==> config.mk <==
export PLATFORM = sky130hd
export DESIGN_NAME = vram_arbiter
export DESIGN_NICKNAME = d
export VERILOG_FILES = /design/src/rtl/vram_arbiter.sv
export SDC_FILE = /design/constraint.sdc
export NUM_CORES = 1
export LEC_CHECK = 0
export BUFFER_PORTS_ARGS = -buffer_cell sky130_fd_sc_hd__buf_2
export CORE_MARGIN = 4
export CORE_UTILIZATION = 54
export DETAILED_ROUTE_END_ITERATION = 8
export GPL_TIMING_DRIVEN = 1
export HOLD_SLACK_MARGIN = 0.1
export PLACE_DENSITY = 0.87
export SETUP_SLACK_MARGIN = 0.15
export SLEW_MARGIN = 20
export SYNTH_ARGS = -nofsm -noshare
export SYNTH_HDL_FRONTEND = slang
export SYNTH_SLANG_ARGS = --single-unit
==> constraint.sdc <==
create_clock -name clk_i -period 10.8 [get_ports clk_i]
set_input_delay 1.62 -clock clk_i [delete_from_list [all_inputs] [get_ports clk_i]]
set_output_delay 1.62 -clock clk_i [all_outputs]
set_load 0.05 [all_outputs]
==> src/rtl/vram_arbiter.sv <==
// vram_arbiter: single-port VRAM arbiter between the scanout prefetcher and a host port.
// Display reads always win; the host is held off (host_ready_o=0) during display slots.
// Each framebuffer word holds four 4-bit pixels, LSB first, and each pixel spans 4 screen
// columns, so one word covers 16 columns. Row words are prefetched one group ahead.
// Optional: define VRAM_ARB_STALL_CNT_EN to build the saturating host stall counter.
module vram_arbiter #(
  parameter int unsigned ADDR_W  = 13,
  parameter int unsigned FB_COLS = 40,
  parameter int unsigned FB_ROWS = 120
) (
  input  logic              clk_i,
  input  logic              rst_i,
  input  logic [10:0]       x_i,
  input  logic [10:0]       y_i,
  input  logic              de_i,
  output logic              mem_en_o,
  output logic              mem_we_o,
  output logic [ADDR_W-1:0] mem_addr_o,
  output logic [15:0]       mem_wdata_o,
  input  logic [15:0]       mem_rdata_i,
  input  logic              host_valid_i,
  input  logic              host_we_i,
  input  logic [ADDR_W-1:0] host_addr_i,
  input  logic [15:0]       host_wdata_i,
  output logic              host_ready_o,
  output logic [15:0]       host_rdata_o,
  output logic              host_rvalid_o,
  output logic [3:0]        pix_idx_o,
  output logic              pix_de_o,
  output logic [15:0]       host_stall_cnt_o
);

  // Each framebuffer row is shown on 4 screen lines, so this is the last visible line.
  localparam int unsigned LastLine   = FB_ROWS * 4 - 1;
  localparam logic [31:0] FbColsBits = 32'(FB_COLS);

  typedef enum logic [1:0] {StSync, StBlank, StActive} state_e;

  state_e            state_q, state_d;
  logic              de_q;
  logic [15:0]       cur_word_q, cur_word_d;
  logic [15:0]       next_word_q, next_word_d;
  logic [15:0]       host_rdata_q, host_rdata_d;
  logic [3:0]        pix_idx_q, pix_idx_d;
  logic              pix_de_q;
  logic              disp_rd_q;
  logic              host_rd_q;

  logic              line_end, de_rise, in_active, slot_tick, disp_rd, host_xfer;
  logic [7:0]        grp;
  logic [10:0]       ny, row_line;
  logic [ADDR_W-1:0] row_ext, row_base, disp_addr;
  logic [15:0]       pix_word;
  logic [3:0]        nib;

  // Line events and the display/host decision for this cycle.
  always_comb begin
    line_end  = !de_i && de_q;
    de_rise   = de_i && !de_q;
    in_active = de_i && (state_q != StSync);
    slot_tick = in_active && (x_i[3:0] == 4'd0);
    grp       = {1'b0, x_i[10:4]} + 8'd1;
    ny        = (y_i == 11'(LastLine)) ? 11'd0 : y_i + 11'd1;
    disp_rd   = !rst_i && (line_end || (slot_tick && (32'(grp) < FB_COLS)));
    host_xfer = !rst_i && host_valid_i && !disp_rd;
  end

  // Display address: row*FB_COLS as a shift-add over the set bits of the constant.
  always_comb begin
    row_line = line_end ? ny : y_i;
    row_ext  = ADDR_W'(row_line >> 2);
    row_base = '0;
    for (int i = 0; i < 32; i++) begin
      if (FbColsBits[i]) row_base = row_base + (row_ext << i);
    end
    disp_addr = row_base + (line_end ? '0 : ADDR_W'(grp));
  end

  // VRAM bus mux; display reads take the cycle outright.
  always_comb begin
    mem_en_o    = disp_rd || host_xfer;
    mem_we_o    = host_xfer && host_we_i;
    mem_addr_o  = '0;
    mem_wdata_o = '0;
    if (disp_rd) begin
      mem_addr_o = disp_addr;
    end else if (host_xfer) begin
      mem_addr_o  = host_addr_i;
      mem_wdata_o = host_wdata_i;
    end
  end

  assign host_ready_o  = !disp_rd;
  // Gated by reset so a read granted just before reset never reports completion.
  assign host_rvalid_o = host_rd_q && !rst_i;
  assign host_rdata_o  = host_rvalid_o ? mem_rdata_i : host_rdata_q;
  assign pix_idx_o     = pix_idx_q;
  assign pix_de_o      = pix_de_q;

  // Line-state FSM next-state logic.
  always_comb begin
    state_d = state_q;
    case (state_q)
      StSync:   if (line_end) state_d = StBlank;
      StBlank:  if (de_rise)  state_d = StActive;
      StActive: if (line_end) state_d = StBlank;
      default:  state_d = StSync;
    endcase
  end

  // Word pipeline and pixel selection; the group boundary pixel comes from next_word.
  always_comb begin
    cur_word_d   = slot_tick ? next_word_q : cur_word_q;
    next_word_d  = disp_rd_q ? mem_rdata_i : next_word_q;
    host_rdata_d = host_rd_q ? mem_rdata_i : host_rdata_q;
    pix_word     = (x_i[3:0] == 4'd0) ? next_word_q : cur_word_q;
    nib          = 4'd0;
    unique case (x_i[3:2])
      2'd0: nib = pix_word[3:0];
      2'd1: nib = pix_word[7:4];
      2'd2: nib = pix_word[11:8];
      2'd3: nib = pix_word[15:12];
    endcase
    pix_idx_d = in_active ? nib : 4'd0;
  end

  // State registers; reset also drops any read still in flight.
  always_ff @(posedge clk_i) begin
    if (rst_i) begin
      state_q      <= StSync;
      de_q         <= 1'b0;
      cur_word_q   <= '0;
      next_word_q  <= '0;
      host_rdata_q <= '0;
      pix_idx_q    <= '0;
      pix_de_q     <= 1'b0;
      disp_rd_q    <= 1'b0;
      host_rd_q    <= 1'b0;
    end else begin
      state_q      <= state_d;
      de_q         <= de_i;
      cur_word_q   <= cur_word_d;
      next_word_q  <= next_word_d;
      host_rdata_q <= host_rdata_d;
      pix_idx_q    <= pix_idx_d;
      pix_de_q     <= de_i;
      disp_rd_q    <= disp_rd;
      host_rd_q    <= host_xfer && !host_we_i;
    end
  end

`ifdef VRAM_ARB_STALL_CNT_EN
  logic [15:0] stall_q, stall_d;

  // Saturating count of cycles the host waited on a display slot.
  always_comb begin
    stall_d = stall_q;
    if (host_valid_i && !host_ready_o && (stall_q != 16'hFFFF)) stall_d = stall_q + 16'd1;
  end

  // Stall counter register.
  always_ff @(posedge clk_i) begin
    if (rst_i) stall_q <= '0;
    else       stall_q <= stall_d;
  end

  assign host_stall_cnt_o = stall_q;
`else
  assign host_stall_cnt_o = '0;
`endif

endmodule

==> results list <==
- Status: finished, final reports clean
- Clock-pin slew reported for the worst setup and hold paths after clock tree synthesis: 60 ps
* Drt drc: 0
* TritonCTS Buffers: 9
* Commonest cells post-synth: 67 x sky130_fd_sc_hd__nor2_1, 57 x sky130_fd_sc_hd__dfxtp_1, 54 x sky130_fd_sc_hd__mux2i_1
- ~140 I/O pins were placed.
- Across all register-to-register paths, the minimum setup slack is slightly above 9000 ps.
- Pre-antenna DRT Iters: 4
* Buffer type at the clock tree root: sky130_fd_sc_hd__clkbuf_8
- Slew Limit Headroom: 0.3383
- Number of nets in the layout: 610
- Of the total synthesized cell area, the portion taken by AND, OR, NAND and NOR gates is 0.1675.
- Input and output buffers added on the ports amount to 125.
- Vias after detailed routing: roughly 3200
* Power share of the clock group: 0.316
* Sequential group share of total power: 0.406
- Number of diodes: 0
* Dominant cell type by area after synthesis: sky130_fd_sc_hd__dfxtp_1
- Path category of the worst min-delay check: reg -> reg
* Post-cts resize count: 0
- After routing the design area is 4496 µm².
- For this design, the slowest cell found on the critical path is sky130_fd_sc_hd__a2111oi_0.
- Critical Path Max Stage Delay: about 730 ps
- Setup repair after global routing left no endpoint under its margin.
- Counting flops with a built-in enable in the synthesized netlist gives 0.
- Y dimension of the die: approximately 91 µm
- In this run the static leakage power is 2.217 nW.
- Placeable Area: 6756 µm²
* Half-perimeter wire length after detailed placement: 6.594 mm
- The worst setup path is captured at a primary output.
- The die is 91.08 µm wide.
* Clock tree from TritonCTS: yes
- The longest clock path from root to sink contains 2 buffers.
* Largest net degree at the start of global routing: 68
- Standard-cell row count: 30
* Worst Min Path Start: host_rdata_q[9]
- Dividing the synthesized area by the synthesized cell count gives about 9.3 µm².
- Counting cells, the worst reg-to-reg path comes to 5.
* Cells after Synth: approximately 400
- Of the total synthesized cell area, the portion taken by full adders, half adders and majority gates is 0.07184.
- Routed wirelength normalized by instance count: roughly 14 µm
- Arrival time worst endpoint: roughly 5600 ps
- Buffers inserted by post-CTS timing repair: 0
* Number of antenna violations at the first check in global routing: 0
* Final Hold Vio Count: 0
- Startpoint class of the critical path: input pin
* Final setup viols: 0
- Delay-heaviest family, CP: simple AND/OR/NAND/NOR gates
* DP Area: ~4300 µm²
- Combinational share of power: 0.279
- Final period util: 0.6654
* Synth Register Bits: 57
- In the post-synthesis netlist, the biggest area contributors are sky130_fd_sc_hd__dfxtp_1 31%, sky130_fd_sc_hd__mux2i_1 15%, sky130_fd_sc_hd__nor2_1 6.7%.
- Among all cell types in the netlist, the one instantiated most often is sky130_fd_sc_hd__nor2_1.
* Capturing point of the worst reg2reg path: host_rd_q
- Bufs and invs on worst path: 2
- After detailed routing, the total wire length is ~8.5 mm.
* # Max-Cap Violations: 0
- Switch Pwr: around 0.18 mW
- Layout fillers: ~570
* Area enclosed by the die boundary: roughly 8300 µm²
* Post-synthesis share of cell area spent on xor and xnor gates: 0.05505
* Worst-path maximum fanout: 7
- Adding up every negative setup slack in the final design gives 0 ps.
- Overall power consumption: ~0.54 mW
- Post-synthesis compound-gate area fraction: 0.1128
* CP Class: in -> out
- Share of the synthesized area in the top cell type: 0.3061
- Switching share of power: 0.3337
- At the end of routability-driven placement, the weighted congestion stood at around 0.84.
- The worst register-to-register path begins at pix_de_o.
* Internal power summed over all cells: about 0.36 mW
* Register area share after synthesis: 0.3061
- The worst path in the final design needs a cycle of 7186 ps, including I/O delays and setup.
- Largest vdd supply drop: about 130 µV
- Yosys mapped the design onto slightly below 60 distinct sky130hd cell types.
- Power Density: 120.0 nW/µm²
- For this run, the total global-route usage over all layers was measured as 0.2014.
* Share of flip-flops with an asynchronous set or reset after synthesis: 0
* First DRT Iteration DRCs: 88
- Fin Clk Skew: 6.978 ps
- The initial utilization of the core area, before any placement, comes to 0.5517.
- Worst-skew pair later-pin latency: around 320 ps
- Layout cells sized above 1: 0.3416
* Netlist area before placement: roughly 3700 µm²
- Critical path data required time: a little over 9000 ps
* Vias in the first global route: 3015
- For this run the aggregate overflow at the end of global routing stands at 0.
- Critical-path cell list: buf_2 > nand4b_4 > nor2_1 > nand4_1 > nor4_1 > nor2_1 > fa_1 > ha_1 > o21a_1 > a2111oi_0 > nor4_1 > o41ai_1 > buf_2
- For this run, the leading register cell type out of synthesis is sky130_fd_sc_hd__dfxtp_1.
* Number of buffers inserted for hold repair after clock tree synthesis: 0
- Final-report max-slew violation count: 0
- Hold Path Stages: 2
- Dominant combinational cell family by area after synthesis: multiplexers
- For hold timing, the worst endpoint is host_rdata_q[9].
- After synthesis, the share of cell area in mux cells is 0.2024.
- Average vias per placed instance: between 5 and 6
- Timing would allow up to ~140 MHz.
- During synthesis, Yosys emitted a total of 0 warnings.
- The detail route stage leaves a number of antenna-violating nets equal to 0.
- Wire length of the first global-routing pass: ~14 mm
* Slew at the pin with the worst max-slew slack: between 900 and 1000 ps
- H-Tree Depth: 3
- From synthesis to final layout, the design area changed by 20.61%.
- The clock net in this run drives a total of 57 sinks.
-- cell usage in the layout (no fill, tap or decap), types with 3 or more instances in the layout --
master,instances
sky130_fd_sc_hd__and2_1,19
sky130_fd_sc_hd__o32ai_1,4
sky130_fd_sc_hd__clkinv_2,3
sky130_fd_sc_hd__o32ai_2,4
sky130_fd_sc_hd__clkbuf_8,11
sky130_fd_sc_hd__nor4_1,3
sky130_fd_sc_hd__mux2_2,17
sky130_fd_sc_hd__fa_1,4
sky130_fd_sc_hd__nor2_1,67
sky130_fd_sc_hd__a22o_1,3
sky130_fd_sc_hd__conb_1,16
sky130_fd_sc_hd__a21oi_1,7
sky130_fd_sc_hd__ha_1,15
sky130_fd_sc_hd__mux2i_1,54
sky130_fd_sc_hd__nand2b_1,3
sky130_fd_sc_hd__xor2_1,11
sky130_fd_sc_hd__nand2_1,6
sky130_fd_sc_hd__dfxtp_1,57
sky130_fd_sc_hd__nand3_1,6
sky130_fd_sc_hd__o21ai_0,6
sky130_fd_sc_hd__xnor2_1,8
sky130_fd_sc_hd__buf_4,4
sky130_fd_sc_hd__a221oi_1,3
sky130_fd_sc_hd__buf_2,125
sky130_fd_sc_hd__inv_1,22
sky130_fd_sc_hd__o21a_1,4
-- worst min-delay path, stage by stage, from the launching register on --
cell                      delay (ps)
sky130_fd_sc_hd__dfxtp_1         320
sky130_fd_sc_hd__mux2i_1          60
sky130_fd_sc_hd__nor2_1           70
-- area by class of cell --
cell class	count	area (µm²)	share of cell area
Clock buffer	13	158.9	0.03535
Clock inverter	3	15.01	0.003340
Inverter	23	86.33	0.01920
Multi-Input combinational cell	299	2338	0.5202
Sequential cell	57	1141	0.2538
Tap cell	80	100.1	0.02227
Timing Repair Buffer	129	655.6	0.1458
-- through the flow --
| stage | instances | setup slack [ps] | hold slack [ps] | utilization |
|---|---|---|---|---|
| 5_1_grt | 604 | 3272 | 525.8 | 0.6654 |
| 3_5_place_dp | 588 | 3628 | 481.8 | 0.6396 |
| 4_1_cts | 604 | 3611 | 497.7 | 0.6654 |
| 2_1_floorplan | 414 | 3190 | 456.1 | - |
| 3_3_place_gp | 588 | 3910 | 469.1 | 0.6396 |
| 6_report | 604 | 3614 | 492.6 | 0.6654 |
-- cells by family (layout without fill, tap and decap cells) --
logic type,Yosys count,in the layout
multiplexers,72,72
other,1,16
adder cells (fa/ha/maj),19,19
XOR/XNOR,21,21
flip-flops,57,57
AND/OR/NAND/NOR,121,121
AO/OA/AOI/OAI,50,50
buffers and inverters,58,168
-- state kept, by name, summed over array words and instances, names as in the netlist --
register	flops
host_rd_q	1
disp_rd_q	1
pix_idx_o	4
host_rdata_q	16
pix_de_o	1
state_q	2
next_word_q	16
cur_word_q	16
-- per-layer routing --
layer  share of wire  track usage  up-vias
li1                -            -     1597
met1            0.40       0.2254     1472
met2            0.52       0.3666      114
met3           0.067      0.05800       10
met4           0.011      0.06156        0
met5               0            0        -
-- power by group through the flow --
stage	registers (mW)	clock network [mW]	logic, mW
global route	0.220	0.185	0.162
detailed placement	0.224	0	0.150
CTS	0.219	0.176	0.150
global placement	0.223	0	0.145
finish	0.219	0.170	0.150
floorplan	0.222	0	0.117
-- worst max path at each step --
| stage | startpoint | to | slack (ps) | cells after the start |
|---|---|---|---|---|
| floorplan | de_i | mem_addr_o[12] | 3190 | 12 |
| global placement | de_i | mem_addr_o[12] | 3910 | 14 |
| detailed placement | de_i | mem_addr_o[11] | 3630 | 13 |
| CTS | de_i | mem_addr_o[11] | 3610 | 13 |
| global route | de_i | mem_addr_o[11] | 3270 | 14 |
| finish | de_i | mem_addr_o[11] | 3610 | 13 |
Power figures use the tool's default switching activity.
